### src/rtl/syn_fifo_flags.sv
// Single-clock FIFO with occupancy count, almost-full/empty thresholds,
// overflow/underflow pulses and optional first-word-fall-through read.
// Ports:
//   clk, rst (sync, active-high)
//   data_in, write_en, read_en
//   data_out, full, empty, almost_full, almost_empty, count
//   overflow, underflow
module syn_fifo_flags #(
  parameter int WIDTH = 16,
  parameter int DEPTH = 16,
  parameter int AF_TH = 12,
  parameter int AE_TH = 4,
  parameter int FWFT  = 0
) (
  input  logic                     clk,
  input  logic                     rst,
  input  logic [WIDTH-1:0]         data_in,
  input  logic                     write_en,
  input  logic                     read_en,
  output logic [WIDTH-1:0]         data_out,
  output logic                     full,
  output logic                     empty,
  output logic                     almost_full,
  output logic                     almost_empty,
  output logic [$clog2(DEPTH):0]   count,
  output logic                     overflow,
  output logic                     underflow
);

  localparam int AW = $clog2(DEPTH);
  localparam int CW = AW + 1;

  logic [AW-1:0]    wr_ptr_q, wr_ptr_d;
  logic [AW-1:0]    rd_ptr_q, rd_ptr_d;
  logic [CW-1:0]    count_q, count_d;
  logic             ovf_q, ovf_d;
  logic             unf_q, unf_d;
  logic [WIDTH-1:0] mem_q [DEPTH];
  logic             wr_ok, rd_ok;

  // Flags come from the count register only.
  assign full         = (count_q == CW'(DEPTH));
  assign empty        = (count_q == '0);
  assign almost_full  = (count_q >= CW'(AF_TH));
  assign almost_empty = (count_q <= CW'(AE_TH));
  assign count        = count_q;
  assign overflow     = ovf_q;
  assign underflow    = unf_q;

  // A write into a full FIFO is fine when a read frees a slot
  // in the same cycle.
  assign wr_ok = write_en & (~full | read_en);
  assign rd_ok = read_en & ~empty;

  always_comb begin
    wr_ptr_d = wr_ptr_q;
    rd_ptr_d = rd_ptr_q;
    if (wr_ok) wr_ptr_d = wr_ptr_q + 1'b1;
    if (rd_ok) rd_ptr_d = rd_ptr_q + 1'b1;
    count_d = count_q + CW'(wr_ok) - CW'(rd_ok);
    ovf_d   = write_en & full & ~read_en;
    unf_d   = read_en & empty;
  end

  always_ff @(posedge clk) begin
    if (rst) begin
      wr_ptr_q <= '0;
      rd_ptr_q <= '0;
      count_q  <= '0;
      ovf_q    <= 1'b0;
      unf_q    <= 1'b0;
    end else begin
      wr_ptr_q <= wr_ptr_d;
      rd_ptr_q <= rd_ptr_d;
      count_q  <= count_d;
      ovf_q    <= ovf_d;
      unf_q    <= unf_d;
    end
  end

  // Storage is not reset; pointers alone define valid contents.
  always_ff @(posedge clk) begin
    if (!rst && wr_ok) mem_q[wr_ptr_q] <= data_in;
  end

  if (FWFT != 0) begin : g_fwft
    assign data_out = mem_q[rd_ptr_q];
  end else begin : g_std
    logic [WIDTH-1:0] dout_q, dout_d;

    // Same-entry read+write when full reads the old word, since
    // the memory write lands at the same edge.
    always_comb begin
      dout_d = dout_q;
      if (rd_ok) dout_d = mem_q[rd_ptr_q];
    end

    always_ff @(posedge clk) begin
      if (rst) dout_q <= '0;
      else     dout_q <= dout_d;
    end

    assign data_out = dout_q;
  end

endmodule
### config.mk
export PLATFORM = sky130hd
export DESIGN_NAME = syn_fifo_flags
export DESIGN_NICKNAME = d
export VERILOG_FILES = /design/src/rtl/syn_fifo_flags.sv
export SDC_FILE = /design/constraint.sdc
export NUM_CORES = 1
export LEC_CHECK = 0
export ABC_AREA = 1
export CAP_MARGIN = 20
export CORE_MARGIN = 1.5
export CORE_UTILIZATION = 60
export CTS_BUF_LIST = sky130_fd_sc_hd__clkbuf_4 sky130_fd_sc_hd__clkbuf_8
export DETAILED_ROUTE_END_ITERATION = 6
export DONT_BUFFER_PORTS = 1
export PLACE_DENSITY_LB_ADDON = 0.25
export SYNTH_ARGS = -nofsm -noshare
export SYNTH_HDL_FRONTEND = slang
export SYNTH_SLANG_ARGS = --single-unit
export TNS_END_PERCENT = 20
### constraint.sdc
create_clock -name clk -period 3.34 [get_ports clk]
set_input_delay 0.334 -clock clk [delete_from_list [all_inputs] [get_ports clk]]
set_output_delay 0.334 -clock clk [all_outputs]
set_load 0.1 [all_outputs]
Word-level counts from Yosys, hierarchy flattened
Memories as Yosys holds them, arrays and structs flattened. A register that Yosys moved wholly into a read port is not among the register bits.
Cells that the tools add are included.
- multiplexer cells: 2
- reductions and logical operators: 3
- order comparisons: 2
- bitwise gates (word level): 9
- $add $sub $neg: 4
- equality and inequality tests: 1
- operators with widths (cell ; count):
    adder 4 x 1 -> 4 bit (second input constant) ; 2
    adder 5 x 1 -> 5 bit ; 1
    bitwise AND 1 bit ; 5
    == test 5 bit (second input constant) ; 1
    >= comparator 5 x 4 -> 1 bit (second input constant) ; 1
    <= comparator 5 x 3 -> 1 bit (second input constant) ; 1
    zero test 5 bit ; 1
    subtractor 5 x 1 -> 5 bit ; 1
    NOT 1 bit ; 3
    two-way mux 1 bit ; 2
    logical AND 1 bit ; 1
    zero test 1 bit ; 1
    bitwise OR 1 bit ; 1
- input bits: 20
- logic and storage cells: 27
- register bits after elaboration: 15
- output and inout port bits: 27
- bits in writable memories: 256
- memories: 1
- memories (name ; depth ; width ; rd ports ; clocked after memory_dff ; write ports ; RTL line ; text):
    mem_q ; 16 ; 16 ; 1 ; 1 ; 1 ; 38 ; logic [WIDTH-1:0] mem_q [DEPTH];

Logic depth before layout (Yosys ltp)
- word-level depth: 7
- mapped depth: 14
- gate-level depth less buffers: 14

Least setup slack after synthesis
No wires, ideal clock.
- kind: register to register
- start: register count_q[4] (netlist: count[4])
- end: register count_q[4] (netlist: count[4])
- required time: 3220 ps
- stages on the path, launching flop included: 13
- buffers on the path: 0
- period minus slack after synthesis: 4262 ps
- library setup time: 120 ps
- setup slack: -922 ps
- arrival: 4143 ps
- cell sequence: dfxtp_1 inv_1 nor2_1 nand2_1 nand2_2 ha_1 inv_1 ha_1 fa_1 a21oi_1 o21bai_1 o21ai_0 a21oi_1
- word-level cells in the longest chain between the ends: 6
- ends and longest elaborated chain (what ; RTL line ; text):
    from (decl) ; 35 ; logic [CW-1:0] count_q, count_d;
    from (signal assigned) ; 75 ; count_q <= count_d;
    == test 5 bit ; 42 ; assign full = (count_q == CW'(DEPTH));
    via full ; 21 ; output logic full,
    NOT 1 bit ; 52 ; assign wr_ok = write_en & (~full | read_en);
    bitwise OR 1 bit ; 52 ;
    bitwise AND 1 bit ; 52 ;
    adder 5 x 1 -> 5 bit ; 60 ; count_d = count_q + CW'(wr_ok) - CW'(rd_ok);
    subtractor 5 x 1 -> 5 bit ; 60 ;
The timed path passes the listed nets, and every way through them passes these cells.
A chain may end at the register's enable or synchronous reset.

Worst setup path in the final report
- start: register count_q[3] (netlist: count[3])
- end: register count_q[4] (netlist: count[4])
- word-level cells in the longest chain between the ends: 6
- ends and longest elaborated chain (what ; RTL line):
    == test 5 bit ; 42
    NOT 1 bit ; 52
    bitwise OR 1 bit ; 52
    bitwise AND 1 bit ; 52
    adder 5 x 1 -> 5 bit ; 60
    subtractor 5 x 1 -> 5 bit * ; 60
Every way passes the cells marked *; elsewhere a longest branch is shown, timed or not.

==> results.md <==
* Number of synthesized flops with an enable pin at 256
* Final std cells w/o fill at about 1,600
* Mapped Cells at 1,213
* FP Rows at 52
* DR iter-0 viols at 801
* GR Util All Layers at between 20% and 30%
* Fin area at 13,700 um2
* Flop-to-flop setup slack at around 800 ps
* Residual DRC at 0
* Critical path class: register to register
* Max cap viols at 0
* DP Area at around 13,000 um2
* H-Tree Depth at 2
* Grt total ovfl at 0
* Syn-to-layout area delta at 11.9%
* Reg2Reg Depth at 14
* DP Wirelength at 16,400 um
* Required @ worst endpoint at 3770 ps
* Reg2reg end: count[4]
* Final hold viol count at 0
* Synthesized Nets at 1,249
* Crit path buf inv count at 2
* Vias per cell at 5.35
* Worst stage delay on the critical path at slightly above 400 ps
* Clk_skew at 16.6 ps
* Power Density at 722 nW/um2
* Initial Util at 60.9%
* Period utilisation layout at around three quarters
* CP dominant cell by count: ha_1
* Gpl congestion at 0.870
* FF-to-FF Start: count[3]
* Resized cells post-CTS at 0
* Layout cells sized above 1 at approximately a tenth
* Pins Over Slew Limit at 0
* TNS Setup at 0 ps
* Worst hold stages at 2
* Sw Ratio at 37.5%
* Clock slew at reported path FFs at 60 ps
* Vias in the first global route at 7,967
* Cell variety after synth at 24
* Hold_sp: write_en
* Sequential fraction of the synthesis area at 67.7%
* Reg power frac at between 40% and 50%
* Status: finished, final reports clean
* Port Buffer Count at 0
* Psw at approximately 3.7 mW
* Slowest CP cell: fa_1
* Main synth FF type: edfxtp_1
* Top-Level Pins at 47
* Clock Sinks at ~290
* First-pass GRT wire length at around 44,000 um
* Max frequency at 396 MHz
* Fin crit period at 2530 ps
* Hold Path Class: input port to register
* Antenna Nets Post-Route at 0
* Leakage power total at slightly below 6 nW
* Core Area at 20,200 um2
* Peak supply drop at 0.421 mV
* Placed insts at 1,460
* Setup bufs post-CTS at 0
* Total Power at slightly below 10 mW
* Hold Path End: wr_ptr_q[1]
* Routed wire length at 28,100 um
* Die ar. at around 21,000 um2
* CP top delay family: adder cells
* Syn avg cell area at 10.1 um2
* CTS tree: done
* DIE WIDTH at 146 um
* Arr. time, crit path at roughly 3000 ps
* Vias at 8,361
* Worst Slack Setup Final at about 810 ps
* Synthesized area at 12,300 um2
* Final net count at 1,293
* Combinational share of power at 24.8%
* Clock root cell: clkbuf_8
* P_int at 6.20 mW
* Startpoint types: register
* Largest net degree at the start of global routing at 60
* CP max FO at 8
* CP cell instances: inv_1 -> ha_1 -> nand2_1 -> nor2_4 -> nand2_1 -> nand2_2 -> ha_1 -> inv_1 -> ha_1 -> fa_1 -> a21oi_1 -> o21bai_1 -> o21ai_0 -> a21oi_1
* Drt pass-1 iters at 5
* Clock buffer count from CTS at 46
* WL/cell at between 15 and 20 um
* #FFs+latches synth at 287
* Setup WS pre-CTS at 847 ps
* Setup violators final at 0
* Relative slew slack at between 30% and 40%
* Element type at the critical path end: register
* Async SR Flop Fraction at 0%
* Slew @ Worst Pin at 1050 ps
* Clock latency on the worst-skew pair at 550 ps
* Antenna violations before repair at 1
* Clock network power share at about 28%
* Yosys warns at 0
* Clk buf depth at 3
* Die height at roughly 150 um
* RSZ-0062 raised after global routing: false
[registers in the layout, summed over array words and instances (netlist names)]
signal     flops
mem_q        256
rd_ptr_q       4
overflow       1
count          5
underflow      1
data_out      16
wr_ptr_q       4
[cells in the mapped netlist, types with 2 or more instances]
master    instances  share of area, %
inv_1           164               5.0
edfxtp_1        256                63
xor2_1            3              0.21
o21ai_0           6              0.24
buf_2            39               1.6
buf_1             6              0.18
inv_2             3             0.092
dfxtp_1          31               5.1
nor2_1           53               1.6
a21oi_1          12              0.49
nand3_1         181               7.4
nand2_1         422                13
clkbuf_1         11              0.34
nand2_2           2              0.10
ha_1             15               1.5
[routing by layer]
metal	GRT usage, %	share of wire, %	vias to the layer above
met3	5.47	9.2	85
met5	0	0	-
met1	37.3	41	3872
met4	14.2	4.4	0
li1	-	-	4026
met2	41.8	46	378
[stage by stage]
stage               util, %  hold slack, ps
finish                 68.1            92.6
global placement       62.9             410
global route           68.1             104
floorplan                 -             433
detailed placement     62.9             411
CTS                    68.1            67.6
[final cells by class]
cell class / instances / area (um2)
clock inverters: 21 / 91.3
inverters: 168 / 633
multi-input cells: 701 / 3120
well taps: 270 / 338
clock buffers: 62 / 772
flip-flops and latches: 287 / 8310
fillers: 1538 / 6430
repair buffers: 53 / 470
diodes: 1 / 2.50
[how the worst max path moves through the flow]
stage | end | slack, ps | startpoint | cells after the start
after floorplan | count[4] | 10 | count[3] | 14
final | count[4] | 810 | count[3] | 14
after CTS | count[4] | 830 | count[3] | 14
after detailed placement | count[4] | 850 | count[3] | 14
after global placement | count[4] | 860 | count[3] | 14
after global routing | count[4] | 600 | count[2] | 14
[kinds of logic after synthesis]
logic type | Yosys count | synth area share [%]
xor gates and xnor gates | 4 | 0.285
buffers and inverters | 225 | 7.31
and+or+nand+nor | 660 | 22.1
DFF | 287 | 67.7
AOI/OAI and AO/OA | 21 | 0.958
adders and majority gates | 16 | 1.69
[power groups by stage]
stage                     registers [mW]  logic [mW]  clock network (mW)
after CTS                           4.65        2.45                2.85
after global routing                4.67        2.70                2.98
after detailed placement            4.72        2.36                   0
after floorplan                     4.84        1.63                   0
final                               4.65        2.46                2.81
after global placement              4.72        2.34                   0
[what timing repair did]
item	in CTS	in global routing
setup endpoints to repair	0	0
hold endpoints to repair	281	0
hold buffers	19	0
[cell usage in the layout, fill, tap and decap left out]
cell and n:
nor2_2 17, clkbuf_8 49, a32o_1 1, a221o_1 1
clkbuf_4 13, nor2_1 36, clkinv_1 14, a21oi_1 12
clkinv_2 7, dfxtp_1 28, dfxtp_2 2, nand2_2 2
inv_4 1, o21bai_1 1, clkinvlp_4 1, inv_1 163
buf_4 32, o21ai_0 6, nor3_1 1, inv_2 3
nor2_4 1, dlygate4sd3_1 19, ha_1 15, buf_12 2
nand2_1 422, xor2_1 3, fa_1 1, nand3_1 181
dfxtp_4 1, edfxtp_1 256, diode_2 1, xnor2_1 1
Note: power is estimated with default switching activity, not from simulation.
